### config.mk
export PLATFORM = sky130hd
export DESIGN_NAME = queue_arbiter
export DESIGN_NICKNAME = d
export VERILOG_FILES = /design/src/rtl/queue_arbiter.sv
export SDC_FILE = /design/constraint.sdc
export NUM_CORES = 1
export LEC_CHECK = 0
export BUFFER_PORTS_ARGS = -buffer_cell sky130_fd_sc_hd__buf_2
export CAP_MARGIN = 20
export CORE_MARGIN = 3
export CORE_UTILIZATION = 40
export CTS_CLUSTER_SIZE = 28
export DETAILED_ROUTE_END_ITERATION = 12
export HOLD_SLACK_MARGIN = 0.08
export PLACE_DENSITY = 0.83
export SLEW_MARGIN = 10
export SYNTH_ARGS = -nofsm -noshare
export SYNTH_HDL_FRONTEND = slang
export SYNTH_SLANG_ARGS = --single-unit
### constraint.sdc
create_clock -name clk -period 5.3 [get_ports clk]
set_input_delay 1.06 -clock clk [delete_from_list [all_inputs] [get_ports clk]]
set_output_delay 1.06 -clock clk [all_outputs]
set_load 0.02 [all_outputs]
### src/rtl/queue_arbiter.sv
// Arbiter sharing one 8-entry queue between NUM_REQ round-robin pushers and a single popper.
// Optional saturating statistics counters are built when QARB_STATS_EN is defined.
module queue_arbiter #(
  parameter int unsigned NUM_REQ = 4,
  parameter int unsigned DATA_W  = 4
) (
  input  logic                        clk,
  input  logic                        rst_p,
  input  logic [NUM_REQ-1:0]          push_req,
  input  logic [NUM_REQ*DATA_W-1:0]   push_data,
  output logic [NUM_REQ-1:0]          push_ack,
  input  logic                        pop_req,
  output logic                        pop_ack,
  output logic [DATA_W-1:0]           pop_data,
  output logic                        q_enable,
  output logic                        q_push_pop,
  output logic [DATA_W-1:0]           q_data_in,
  input  logic [DATA_W-1:0]           q_data_out,
  input  logic                        q_full,
  input  logic                        q_empty,
  output logic [7:0]                  stat_push_cnt,
  output logic [7:0]                  stat_pop_cnt,
  output logic [7:0]                  stat_stall_cnt
);

  localparam int unsigned IDX_W = (NUM_REQ > 1) ? $clog2(NUM_REQ) : 1;
  localparam int unsigned PTR_W = 3;

  typedef enum logic {ARB, POP_RSP} state_t;

  state_t              state;
  logic [PTR_W-1:0]    rr_ptr;
  logic [PTR_W-1:0]    rr_next;
  logic                pref_pop;
  logic                pop_ack_q;
  logic [NUM_REQ-1:0]  push_elig;
  logic                pop_elig;
  logic                sel_found;
  logic [IDX_W-1:0]    sel_idx;
  int unsigned         scan_idx;
  logic                grant_push;
  logic                grant_pop;
  logic [DATA_W-1:0]   data_arr [NUM_REQ];

  for (genvar g = 0; g < NUM_REQ; g++) begin : g_data
    assign data_arr[g] = push_data[g*DATA_W +: DATA_W];
  end

  assign push_elig = push_req & {NUM_REQ{~q_full}};
  assign pop_elig  = pop_req & ~q_empty & (state == ARB);

  // Round-robin scan starting at rr_ptr
  always_comb begin
    sel_found = 1'b0;
    sel_idx   = '0;
    scan_idx  = 0;
    for (int unsigned k = 0; k < NUM_REQ; k++) begin
      scan_idx = (32'(rr_ptr) + k) % NUM_REQ;
      if (!sel_found && push_elig[IDX_W'(scan_idx)]) begin
        sel_found = 1'b1;
        sel_idx   = IDX_W'(scan_idx);
      end
    end
  end

  assign rr_next = PTR_W'((32'(sel_idx) + 32'd1) % NUM_REQ);

  // Class choice; reset gates every command off
  assign grant_push = ~rst_p & sel_found & (~pop_elig | ~pref_pop);
  assign grant_pop  = ~rst_p & pop_elig & (~sel_found | pref_pop);

  always_comb begin
    push_ack   = '0;
    q_enable   = grant_push | grant_pop;
    q_push_pop = grant_push;
    q_data_in  = '0;
    if (grant_push) begin
      push_ack[sel_idx] = 1'b1;
      q_data_in         = data_arr[sel_idx];
    end
  end

  // Arbitration state and registered pop response
  always_ff @(posedge clk) begin
    if (rst_p) begin
      state     <= ARB;
      rr_ptr    <= '0;
      pref_pop  <= 1'b0;
      pop_ack_q <= 1'b0;
      pop_data  <= '0;
    end else begin
      pop_ack_q <= grant_pop;
      case (state)
        ARB: begin
          if (grant_pop) begin
            state    <= POP_RSP;
            pop_data <= q_data_out;
          end
        end
        POP_RSP: state <= ARB;
      endcase
      if (grant_push) begin
        rr_ptr   <= rr_next;
        pref_pop <= 1'b1;
      end else if (grant_pop) begin
        pref_pop <= 1'b0;
      end
    end
  end

  // A reset landing on the response cycle swallows the pending acknowledge
  assign pop_ack = pop_ack_q & ~rst_p;

`ifdef QARB_STATS_EN
  logic any_req;
  assign any_req = (|push_req) | pop_req;

  always_ff @(posedge clk) begin
    if (rst_p) begin
      stat_push_cnt  <= '0;
      stat_pop_cnt   <= '0;
      stat_stall_cnt <= '0;
    end else begin
      if (grant_push && stat_push_cnt != 8'hFF) stat_push_cnt <= stat_push_cnt + 8'd1;
      if (grant_pop && stat_pop_cnt != 8'hFF) stat_pop_cnt <= stat_pop_cnt + 8'd1;
      if (any_req && !q_enable && stat_stall_cnt != 8'hFF)
        stat_stall_cnt <= stat_stall_cnt + 8'd1;
    end
  end
`else
  assign stat_push_cnt  = '0;
  assign stat_pop_cnt   = '0;
  assign stat_stall_cnt = '0;
`endif

endmodule

# ---- Word level (Yosys, flattened, before mapping)
# Cells that the tools add are included.
dict set report op_classes {
  addsub 4
  magnitude_cmp 7
  n_mux 27
  bitwise_logic 19
  n_reduce_logical 9
}
# cell n
set ops {}
lappend ops {{$mux 4} 4}
lappend ops {{$lt 2x3->1 const B} 5}
lappend ops {{$mux 1} 12}
lappend ops {{$bmux 1 s2} 4}
lappend ops {{$bmux 4 s2} 1}
lappend ops {{$mux 2} 4}
lappend ops {{$and 1x1->1} 7}
lappend ops {{$not 1->1} 7}
lappend ops {{$add 2x1->2 const B} 2}
lappend ops {{$add 2x2->2 const B} 2}
lappend ops {{$and 4x4->4} 1}
lappend ops {{$logic_and 1x1->1} 4}
lappend ops {{$ge 3x3->1 const B} 1}
lappend ops {{$logic_not 1->1} 3}
lappend ops {{$not 2->3} 1}
lappend ops {{$or 1x1->1} 3}
lappend ops {{$demux 1 s2} 1}
lappend ops {{$ge 2x1->1 const B} 1}
lappend ops {{$pmux 1 s2} 1}
lappend ops {{$reduce_and 2->1} 1}
lappend ops {{$reduce_bool 2->1} 1}
dict set report totals {
  regBits 9
  inputBits 29
  output_inout_bits 39
  word_cells 71
}

# ---- Logic depth before layout (Yosys ltp)
dict set report depth {
  ltp_word 19
  ltp_mapped 7
  mapped_depth_nobuf 6
}

# ---- Least setup slack after synthesis
# OpenSTA, ideal clock, no wires.
dict set report synth_timing {
  path_type {input to output}
  start {in pop_req}
  end {out q_data_in[0]}
  arrival_time_ps 2424
  required_time_ps 4240
  path_slack_ps 1816
  stages 3
  n_path_buf 0
  cell_sequence {nor3b_1 -> a211oi_1 -> and2_1}
}
dict set report synth_via {
  elab_chain_cells 6
}
# item line_no
set synth_lines {}
lappend synth_lines {{start: declaration} 12} ;# input logic pop_req,
lappend synth_lines {{$and 1x1->1 (2 in series)} 50} ;# assign pop_elig = pop_req & ~q_empty & (state == ARB);
lappend synth_lines {{$not 1->1} 69} ;# assign grant_push = ~rst_p & sel_found & (~pop_elig | ~pref_pop);
lappend synth_lines {{$or 1x1->1} 69}
lappend synth_lines {{$and 1x1->1} 69}
lappend synth_lines {{named net q_push_pop} 16} ;# output logic q_push_pop,
lappend synth_lines {{$mux 4} 77} ;# if (grant_push) begin
lappend synth_lines {{end: declaration} 17} ;# output logic [DATA_W-1:0] q_data_in,
# The timed path passes the listed nets, and every way through them passes these cells.

# ---- Final worst setup path
dict set report layout_timing {
  start {in push_req[0]}
  end {out q_data_in[2]}
}
dict set report layout_via {
  elab_chain_cells 18
  word_cells_on_any_way 30
  classes_between {mux: 20; bitwise: 4; reduce/logical: 6}
}
# item line_no
set layout_lines {}
lappend layout_lines {{start: declaration} 9} ;# input logic [NUM_REQ-1:0] push_req,
lappend layout_lines {{$and 4x4->4 (*)} 49} ;# assign push_elig = push_req & {NUM_REQ{~q_full}};
lappend layout_lines {{$bmux 1 s2} 59} ;# if (!sel_found && push_elig[IDX_W'(scan_idx)]) begin
lappend layout_lines {{$mux 1 (not written as such)} 59}
lappend layout_lines {{$mux 1} 59}
lappend layout_lines {{$logic_not 1->1} 59}
lappend layout_lines {{$logic_and 1x1->1} 59}
lappend layout_lines {{$mux 1} 59}
lappend layout_lines {{$logic_not 1->1} 59}
lappend layout_lines {{$logic_and 1x1->1} 59}
lappend layout_lines {{$mux 1} 59}
lappend layout_lines {{$logic_not 1->1} 59}
lappend layout_lines {{$logic_and 1x1->1} 59}
lappend layout_lines {{$mux 2} 59}
lappend layout_lines {{$not 2->3 (not written as such)} 79} ;# q_data_in = data_arr[sel_idx];
lappend layout_lines {{$bmux 4 s2} 79}
lappend layout_lines {{$mux 4 (not written as such) (2 in series)} 79}
lappend layout_lines {{$mux 4 (*)} 77}
# Mark *: on every way between the ends. The rest lies on a longest branch, timed or not. The select of a mux whose other input is x is not followed.

==> results_dict.tcl <==
set metrics [dict create \
    status "finished clean" \
    regArea_um2 180 \
    irDropWorstVdd_mv 0.138 \
    whs_ns 0.511 \
    cts-root-buf "clkbuf_4" \
    cp.required_ns 4.24 \
    synthFlopType "dfxtp_1" \
    antenna_cells 0 \
    drt_iter0_markers 1 \
    drc 0 \
    drt.antenna.violating_nets 0 \
    yosys_warnings 0 \
    first_pass_iters 2 \
    period_share 0.718 \
    startpoint_type "primary input" \
    clkTransAtPathRegs_ns 0.06 \
    synth_edf_count 0 \
    hold_class "register to register" \
    max_cap_viol_count 0 \
    fin_area_um2 988 \
    cts_tree "yes" \
    grt_setup_unrepaired "false" \
    syn_to_final_growth_pct 19.9 \
    worst_slew_pin_slew_ns 0.762 \
    core_um2 1840 \
    layout.cells.non_filler 160 \
    syn_area_um2 825 \
    dieWidth_um 51.4 \
    pre_cts_slack_ns 1.48 \
    drive_gt1_frac 0.393 \
    fin_util 0.537 \
    path_class "primary input to output port" \
    portBuffers 43 \
    post_drt_via_cell_ratio 4.55 \
    fmax_mhz 263 \
    setup-tns-final_ns 0 \
    fin_crit_ns 3.81 \
    grt_remaining_overflow 0 \
    die_y_um 51.4 \
    totalWireLength_um 1970 \
    ys_top_cells_by_area "dfxtp_1, buf_4, mux4_2, mux2i_1, and2_1" \
    synth_cell_types 23 \
    cts_resized 0 \
    setup_slack_ns 1.49 \
    total_power_mw 0.198 \
    fillers 196 \
    finalMaxSlewViolations 0 \
    cts_buffers 3 \
    clk-insertion-delay-late_ns 0.26 \
    cp.arrival_ns 2.75 \
    synth-seq-cells 9 \
    post_cts_buffers 0 \
    cts_hold_buf 0 \
    detail_route.wl_per_cell_um 12.3 \
    max_slew_margin 0.485 \
    cts.sinks 9 \
    die_area_um2 2640 \
    r2r_slack_ns 3.47 \
    htree_levels 1 \
    pin_count 68 \
    cp_max_fo 7 \
    grt_first_pass_wirelength_um 3130 \
    postPlaceCellArea_um2 962 \
    setup_violations 0 \
    yosysMostFrequentCell "buf_4" \
    synth.avg_cell_area_um2 9.06 \
    async_reset_ff_frac 0 \
    leakage_nw 0.543 \
    dp_hpwl_um 1710 \
    grtUsageTotal 0.162 \
    gp_congestion 0.712 \
    finalClockSkew_ns 0.00289 \
    num_vias 728 \
    cts.path.max_buffers 2 \
    grt_pass1_vias 736 \
    power_density_nw_per_um2 201 \
    synth_top_area_share 0.219 \
    synth_area_leader_cell "dfxtp_1" \
    grt_start_max_net_pins 13 \
    dp.cells 156 \
    grt_antenna_before_repair 0 \
    cp-end-kind "output port" \
    final-hold-violation-count 0 \
    syn_inst 91 \
    ys_seq_area_frac 0.219 \
    netlist_top_cells_count "buf_4, nor2_1, dfxtp_1" \
    fin_nets 169 \
    rows 15 \
    multi_input_area_um2 517 \
    initial_core_util 0.448 \
]
layout make-up:
| class | count | share of cell area |
|---|---|---|
| Inverter | 5 | 0.0190 |
| Tap cell | 25 | 0.0316 |
| Multi-Input combinational cell | 74 | 0.523 |
| Timing Repair Buffer | 43 | 0.218 |
| Clock buffer | 4 | 0.0266 |
| Sequential cell | 9 | 0.182 |
layer usage:
metal / global-route usage / wire (µm) / vias up
met5: 0 / 0 / -
met4: 0.0873 / 37 / 0
met3: 0.0437 / 213 / 6
met2: 0.339 / 1090 / 52
met1: 0.128 / 626 / 323
li1: - / - / 347
final timing paths:
path / start / to / cells past startpoint
worst min-delay path: pop_data[1]$_SDFFE_PP0P_ / pop_data[1]$_SDFFE_PP0P_ / 2
worst max-delay path: push_req[0] / q_data_in[2] / 7
worst min register to register: pop_data[1]$_SDFFE_PP0P_ / pop_data[1]$_SDFFE_PP0P_ / 2
worst max register to register: rr_ptr[1]$_SDFFE_PP0P_ / rr_ptr[1]$_SDFFE_PP0P_ / 6
power by group:
part	leakage [nW]	switching, mW	internal, mW
clock	0.0150	0.0238	0.0290
sequential	0.0738	0.00323	0.0715
combinational	0.454	0.0442	0.0267
cell families after synthesis:
logic type      count (synthesis)  share of synthesized area
simple gates                   23                      0.161
mux                            10                      0.182
buf+inv                        31                      0.259
fa+ha+maj                       4                     0.0607
other cells                     1                    0.00455
flops                           9                      0.219
compound gates                 13                      0.114
sequential cells by signal, indices dropped and copies added, names as in the netlist:
signal / count
rr_ptr: 2
pref_pop: 1
state: 1
pop_ack_q: 1
pop_data: 4
placed cells by master (no fill, tap or decap), drive strengths merged:
cell type,n
a211oi,3
a21bo,1
a21oi,5
and2,8
buf,43
clkbuf,4
conb,24
dfxtp,9
ha,4
inv,5
mux2i,6
mux4,4
nand2,1
nor2,10
nor2b,2
nor3b,1
nor4,1
o21a,1
o21ai,1
o221a,1
o41ai,1
critical path: stages:
cell	delay, ns
buf_2	0.13
a21oi_2	0.13
o21a_1	0.13
o221a_1	0.41
mux4_2	0.56
and2_1	0.17
buf_2	0.15
Note: power is estimated with default switching activity, not from simulation.
